File: src/rtl/cpu_control_unit.sv
// Multicycle control FSM for the RV64I datapath: IDLE -> DECODE -> EXECUTE -> [MEMORY] -> [WRITEBACK].
// Define CU_EXT_ALU_EN to accept sll/srl/slt and slli/srli/slti (ALU codes 101/110/111).
module cpu_control_unit #(
    parameter int unsigned WORDSIZE = 64
) (
    input  logic        cu_clk,
    input  logic        cu_rst,
    input  logic [31:0] cu_instr,
    input  logic        cu_instr_valid,
    output logic        cu_instr_ready,
    output logic [4:0]  cu_rf_addr_a,
    output logic [4:0]  cu_rf_addr_b,
    output logic [4:0]  cu_rf_write_addr,
    output logic        cu_rf_write_en,
    output logic [11:0] cu_immediate,
    output logic        cu_mux_0_sel,
    output logic        cu_mux_1_sel,
    output logic        cu_mux_2_sel,
    output logic [2:0]  cu_alu_operation,
    output logic        cu_dmem_write_en,
    output logic        cu_done,
    output logic        cu_illegal
);

`ifdef CU_EXT_ALU_EN
    localparam bit EXT_EN = 1'b1;
`else
    localparam bit EXT_EN = 1'b0;
`endif

    // RV64 shift immediates carry a log2(WORDSIZE)-bit shamt; bits above it must be zero
    localparam int unsigned SHAMT_W = $clog2(WORDSIZE);

    localparam logic [6:0] OP_R  = 7'b0110011;
    localparam logic [6:0] OP_I  = 7'b0010011;
    localparam logic [6:0] OP_LD = 7'b0000011;
    localparam logic [6:0] OP_SD = 7'b0100011;

    localparam logic [2:0] ALU_ADD = 3'b000;
    localparam logic [2:0] ALU_SUB = 3'b001;
    localparam logic [2:0] ALU_AND = 3'b010;
    localparam logic [2:0] ALU_OR  = 3'b011;
    localparam logic [2:0] ALU_XOR = 3'b100;
    localparam logic [2:0] ALU_SLL = 3'b101;
    localparam logic [2:0] ALU_SRL = 3'b110;
    localparam logic [2:0] ALU_SLT = 3'b111;

    typedef enum logic [2:0] {
        S_IDLE,
        S_DECODE,
        S_EXECUTE,
        S_MEMORY,
        S_WRITEBACK
    } state_t;

    typedef enum logic [1:0] {
        K_ALU,
        K_LD,
        K_SD,
        K_ILL
    } kind_t;

    typedef struct packed {
        kind_t       kind;
        logic [2:0]  alu;
        logic [11:0] imm;
        logic        mux_0;
        logic        mux_1;
    } dec_t;

    // Classify one instruction word and derive its static control fields
    function automatic dec_t decode(input logic [31:0] instr);
        logic [6:0] funct7;
        logic [2:0] funct3;
        logic       shamt_ok;
        logic       ok;
        logic [2:0] op;
        dec_t       d;
        funct7   = instr[31:25];
        funct3   = instr[14:12];
        shamt_ok = (instr[31:20] >> SHAMT_W) == 12'd0;
        ok       = 1'b0;
        op       = ALU_ADD;
        d.kind   = K_ILL;
        d.alu    = ALU_ADD;
        d.imm    = instr[31:20];
        d.mux_0  = 1'b0;
        d.mux_1  = 1'b0;
        case (instr[6:0])
            OP_R: begin
                case (funct3)
                    3'b000: begin
                        ok = (funct7 == 7'h00) || (funct7 == 7'h20);
                        op = (funct7 == 7'h20) ? ALU_SUB : ALU_ADD;
                    end
                    3'b001: begin ok = EXT_EN && (funct7 == 7'h00); op = ALU_SLL; end
                    3'b010: begin ok = EXT_EN && (funct7 == 7'h00); op = ALU_SLT; end
                    3'b100: begin ok = (funct7 == 7'h00);           op = ALU_XOR; end
                    3'b101: begin ok = EXT_EN && (funct7 == 7'h00); op = ALU_SRL; end
                    3'b110: begin ok = (funct7 == 7'h00);           op = ALU_OR;  end
                    3'b111: begin ok = (funct7 == 7'h00);           op = ALU_AND; end
                    default: ok = 1'b0;
                endcase
                if (ok) d.kind = K_ALU;
            end
            OP_I: begin
                case (funct3)
                    3'b000: begin ok = 1'b1;               op = ALU_ADD; end
                    3'b001: begin ok = EXT_EN && shamt_ok; op = ALU_SLL; end
                    3'b010: begin ok = EXT_EN;             op = ALU_SLT; end
                    3'b100: begin ok = 1'b1;               op = ALU_XOR; end
                    3'b101: begin ok = EXT_EN && shamt_ok; op = ALU_SRL; end
                    3'b110: begin ok = 1'b1;               op = ALU_OR;  end
                    3'b111: begin ok = 1'b1;               op = ALU_AND; end
                    default: ok = 1'b0;
                endcase
                if (ok) begin
                    d.kind  = K_ALU;
                    d.mux_0 = 1'b1;
                end
            end
            OP_LD: begin
                if (funct3 == 3'b011) begin
                    ok      = 1'b1;
                    d.kind  = K_LD;
                    d.mux_0 = 1'b1;
                    d.mux_1 = 1'b1;
                end
            end
            OP_SD: begin
                if (funct3 == 3'b011) begin
                    ok      = 1'b1;
                    d.kind  = K_SD;
                    d.mux_0 = 1'b1;
                    d.imm   = {instr[31:25], instr[11:7]};
                end
            end
            default: ok = 1'b0;
        endcase
        // Illegal words keep ALU at add so extension codes never leak out
        if (ok) d.alu = op;
        return d;
    endfunction

    state_t      state;
    logic [31:0] instr_q;
    dec_t        dec;

    // In IDLE the incoming word is decoded so DECODE-cycle outputs are ready at the handshake edge
    always_comb begin
        dec = decode((state == S_IDLE) ? cu_instr : instr_q);
    end

    assign cu_instr_ready = (state == S_IDLE) && !cu_rst;

    always_ff @(posedge cu_clk) begin
        if (cu_rst) begin
            state            <= S_IDLE;
            instr_q          <= 32'd0;
            cu_rf_addr_a     <= 5'd0;
            cu_rf_addr_b     <= 5'd0;
            cu_rf_write_addr <= 5'd0;
            cu_rf_write_en   <= 1'b0;
            cu_immediate     <= 12'd0;
            cu_mux_0_sel     <= 1'b0;
            cu_mux_1_sel     <= 1'b0;
            cu_mux_2_sel     <= 1'b0;
            cu_alu_operation <= 3'd0;
            cu_dmem_write_en <= 1'b0;
            cu_done          <= 1'b0;
            cu_illegal       <= 1'b0;
        end else begin
            cu_rf_write_en   <= 1'b0;
            cu_dmem_write_en <= 1'b0;
            cu_mux_2_sel     <= 1'b0;
            cu_done          <= 1'b0;
            cu_illegal       <= 1'b0;
            case (state)
                S_IDLE: begin
                    if (cu_instr_valid && cu_instr_ready) begin
                        instr_q          <= cu_instr;
                        cu_rf_addr_a     <= cu_instr[19:15];
                        cu_rf_addr_b     <= cu_instr[24:20];
                        cu_rf_write_addr <= cu_instr[11:7];
                        cu_immediate     <= dec.imm;
                        cu_mux_0_sel     <= dec.mux_0;
                        cu_mux_1_sel     <= dec.mux_1;
                        cu_alu_operation <= dec.alu;
                        cu_illegal       <= (dec.kind == K_ILL);
                        state            <= S_DECODE;
                    end
                end
                S_DECODE: begin
                    state <= (dec.kind == K_ILL) ? S_IDLE : S_EXECUTE;
                end
                S_EXECUTE: begin
                    if (dec.kind == K_ALU) begin
                        cu_rf_write_en <= (cu_rf_write_addr != 5'd0);
                        cu_done        <= 1'b1;
                        state          <= S_WRITEBACK;
                    end else begin
                        if (dec.kind == K_SD) begin
                            cu_dmem_write_en <= 1'b1;
                            cu_mux_2_sel     <= 1'b1;
                            cu_done          <= 1'b1;
                        end
                        state <= S_MEMORY;
                    end
                end
                S_MEMORY: begin
                    if (dec.kind == K_LD) begin
                        cu_rf_write_en <= (cu_rf_write_addr != 5'd0);
                        cu_done        <= 1'b1;
                        state          <= S_WRITEBACK;
                    end else begin
                        state <= S_IDLE;
                    end
                end
                S_WRITEBACK: state <= S_IDLE;
                default:     state <= S_IDLE;
            endcase
        end
    end

endmodule

File: config.mk
export PLATFORM = sky130hd
export DESIGN_NAME = cpu_control_unit
export DESIGN_NICKNAME = d
export VERILOG_FILES = /design/src/rtl/cpu_control_unit.sv
export SDC_FILE = /design/constraint.sdc
export NUM_CORES = 1
export LEC_CHECK = 0
export BUFFER_PORTS_ARGS = -buffer_cell sky130_fd_sc_hd__buf_2
export CORE_MARGIN = 5
export CORE_UTILIZATION = 46
export DETAILED_ROUTE_END_ITERATION = 12
export GPL_ROUTABILITY_DRIVEN = 0
export HOLD_SLACK_MARGIN = 0.02
export PLACE_DENSITY = 0.75
export SYNTH_ARGS = -nofsm -noshare
export SYNTH_HDL_FRONTEND = slang
export SYNTH_SLANG_ARGS = --single-unit
File: constraint.sdc
create_clock -name cu_clk -period 1.7 [get_ports cu_clk]
set_input_delay 0.085 -clock cu_clk [delete_from_list [all_inputs] [get_ports cu_clk]]
set_output_delay 0.085 -clock cu_clk [all_outputs]
set_load 0.1 [all_outputs]
==> reports/results.tsv <==
metric	value	unit
first drt pass iteration count	4	
max layer used	met4	
Post-Route WL	6.89	mm
Max-cap violations	0	
DR vias/cell	5.25	
Seq/Total Area, Yosys	43.7	%
met2 routed WL	3.46	mm
nets@finish	437	
crit end category	flip-flop	
Clock Pin Slew Worst Setup and Hold Paths	100	ps
Setup TNS Final	-340	ps
Initial Utilization	46.8	%
first-pass GRT wire length	10.8	mm
Die ar.	7160	µm²
Syn Nets	347	
# diodes	0	
Reg power frac	46.1	%
type of the worst min-delay path	in2reg	
Layout fillers	499	
met3 routed WL	362	µm
clock sink count	56	
top fanout value on the critical path	6	
Critical Path RT	1890	ps
Gate Count Post-Synth	312	
Rel. slew slack	66.4	%
Final setup viols	9	
worst slew pin tran	508	ps
Root Buffer	clkbuf_8	
EDFF count, synth	0	
Metal-1 WL	2.90	mm
Switching Fraction	33.8	%
net switching power	1.04	mW
final clock skew	8.22	ps
Die Y	84.6	µm
flip-flop and latch area	1130	µm²
most frequent cells in the layout	nand2_1, buf_2, dfxtp_1	
largest net degree at the start of global routing	46	
multi-input logic area	1340	µm²
grt total ovfl	0	
pwr dens	896	nW/µm²
Synth Flop Type	dfxtp_1	
Leakage	1.45	nW
Startpoint Class	flip-flop	
Top-Level Pins	73	
status	complete, but fails checks	
worst setup margin	-61.2	ps
H-tree levels	2	
TritonCTS buffer count	5	
critical path class	reg2reg	
failing checks	setup timing	
Layout area overhead	33.9	%
maximum vdd drop	0.486	mV
Port Buffer Count	72	
Final ANT Viol Nets	0	
CTS tree	done	
final slew viol count	0	
Max Root-Sink Buffers	2	
Hold Slack	23.0	ps
total vias in the final route	2492	
final period utilization	104	%
RSZ-0062 raised after global routing	yes	
Design Power	3.07	mW
ys async rst share	0	%
Detailed Place HPWL	4.79	mm
post-synthesis average cell area	8.21	µm²
WP data arrival	1950	ps
fmax	568	MHz
count of different cell masters after synthesis	47	
Die Wd	84.6	µm
placement row count	27	
cell area after synthesis	2560	µm²
Synth Warn #	0	
layout cells sized above 1	36.2	%
Post-DP Area	3030	µm²
Tmin final	1760	ps
number of global-route vias before repair	2372	
Clk pwr share	28.2	%
Core Region	5470	µm²
clk_lat worst skew	310	ps
Combinational Power Share	25.7	%
final hold vios	0	
DRT iter0 DRCs	132	
DRC	0	
Int Pwr	2.04	mW
most common cell after layout, fill and taps aside	nand2_1	
WL/cell	14.5	µm
Synth Register Bits	56	
post-route cell area	3430	µm²
initial antenna violation count	0	
total global routing track utilization	18.4	%
## cell usage after synthesis (2+ instances only)
library cell   n  area share (%)
nand3_1       11             2.1
a31oi_1        2            0.49
nor3_2         2            0.78
a32oi_1        3             1.0
a21oi_1       42             8.2
nand2_1       82              12
buf_6          2            0.88
o22ai_1        2            0.49
buf_4         16             4.7
a311oi_1       6             2.1
and3b_1        2            0.68
nand2b_1       2            0.49
clkbuf_1      15             2.2
nor2_1        20             2.9
dfxtp_1       56              44
nand3b_1       3            0.88
a211oi_1       2            0.59
o21ai_0        7             1.4
o31ai_1        4             1.2
or4_1          2            0.59
mux2i_1        2            0.78
nor4_1         3            0.73
and2_1         2            0.49
## routing by layer
layer,GRT usage (%),vias up
li1,-,1250
met1,22.7,1150
met2,30.9,72
met3,3.93,20
met4,8.06,0
met5,0,-
## critical path: stages (launching register included)
cell and delay (ps):
dfxtp_1 340, and3b_1 270, or3b_4 430, o32a_1 280, o21ai_1 200, a311oi_2 110
## power groups by stage
stage                     Sequential (mW)  Combinational [mW]  Clock, mW
after CTS                            1.42               0.759      0.894
after global placement               1.44               0.721          0
final                                1.42               0.790      0.868
after floorplan                      1.60               0.416          0
after detailed placement             1.45               0.727          0
after global routing                 1.43               0.837      0.953
## cells by family (layout without fill, tap and decap cells)
logic type / Yosys count / after routing / share of synthesized area [%]
AND/OR/NAND/NOR: 139 / 139 / 25.4
AO/OA/AOI/OAI: 77 / 77 / 20.6
flip-flops: 56 / 56 / 43.8
buffers and inverters: 35 / 126 / 8.11
multiplexers: 4 / 4 / 1.81
XOR/XNOR: 1 / 1 / 0.342
## final cells by class
cell class,instances,share of cell area [%]
Sequential cell,56,32.8
Clock inverter,3,1.24
Tap cell,72,2.63
Inverter,1,0.109
Clock buffer,5,2.01
Multi-Input combinational cell,221,39.0
Timing Repair Buffer,117,22.2
## metrics by stage
step,cells,utilization [%],worst slack [ps]
2_1_floorplan,312,-,10.9
3_3_place_gp,448,55.4,6.61
3_5_place_dp,448,55.4,-116
4_1_cts,471,60.7,-23.3
5_1_grt,475,62.7,-152
6_report,475,62.7,-61.2
## final timing paths
path,startpoint,end,slack (ps),depth (start not counted)
hold / removal,cu_instr[6],instr_q[6]$_SDFFE_PP0P_,20,3
setup reg to reg,instr_q[14]$_SDFFE_PP0P_,cu_immediate[3]$_SDFFE_PP0P_,-60,5
hold reg to reg,cu_immediate[7]$_SDFFE_PP0P_,cu_immediate[7]$_SDFFE_PP0P_,450,2
setup / recovery,instr_q[14]$_SDFFE_PP0P_,cu_immediate[3]$_SDFFE_PP0P_,-60,5
## state kept, by name, indices dropped and copies added (netlist names)
register	flops
cu_alu_operation	3
cu_dmem_write_en	1
cu_done	1
cu_illegal	1
cu_immediate	12
cu_mux_0_sel	1
cu_mux_1_sel	1
cu_rf_addr_a	4
cu_rf_addr_b	4
cu_rf_write_addr	4
cu_rf_write_en	1
instr_q	20
state	3
## repair_timing
action                                 CTS  global route
gates resized for setup                 12            17
hold buffers                            13             0
setup buffers                            2             4
endpoints found under the hold margin   13             0
pin swaps                                1            12
setup endpoints to repair               13            46
(Power assumes the default switching activity.)
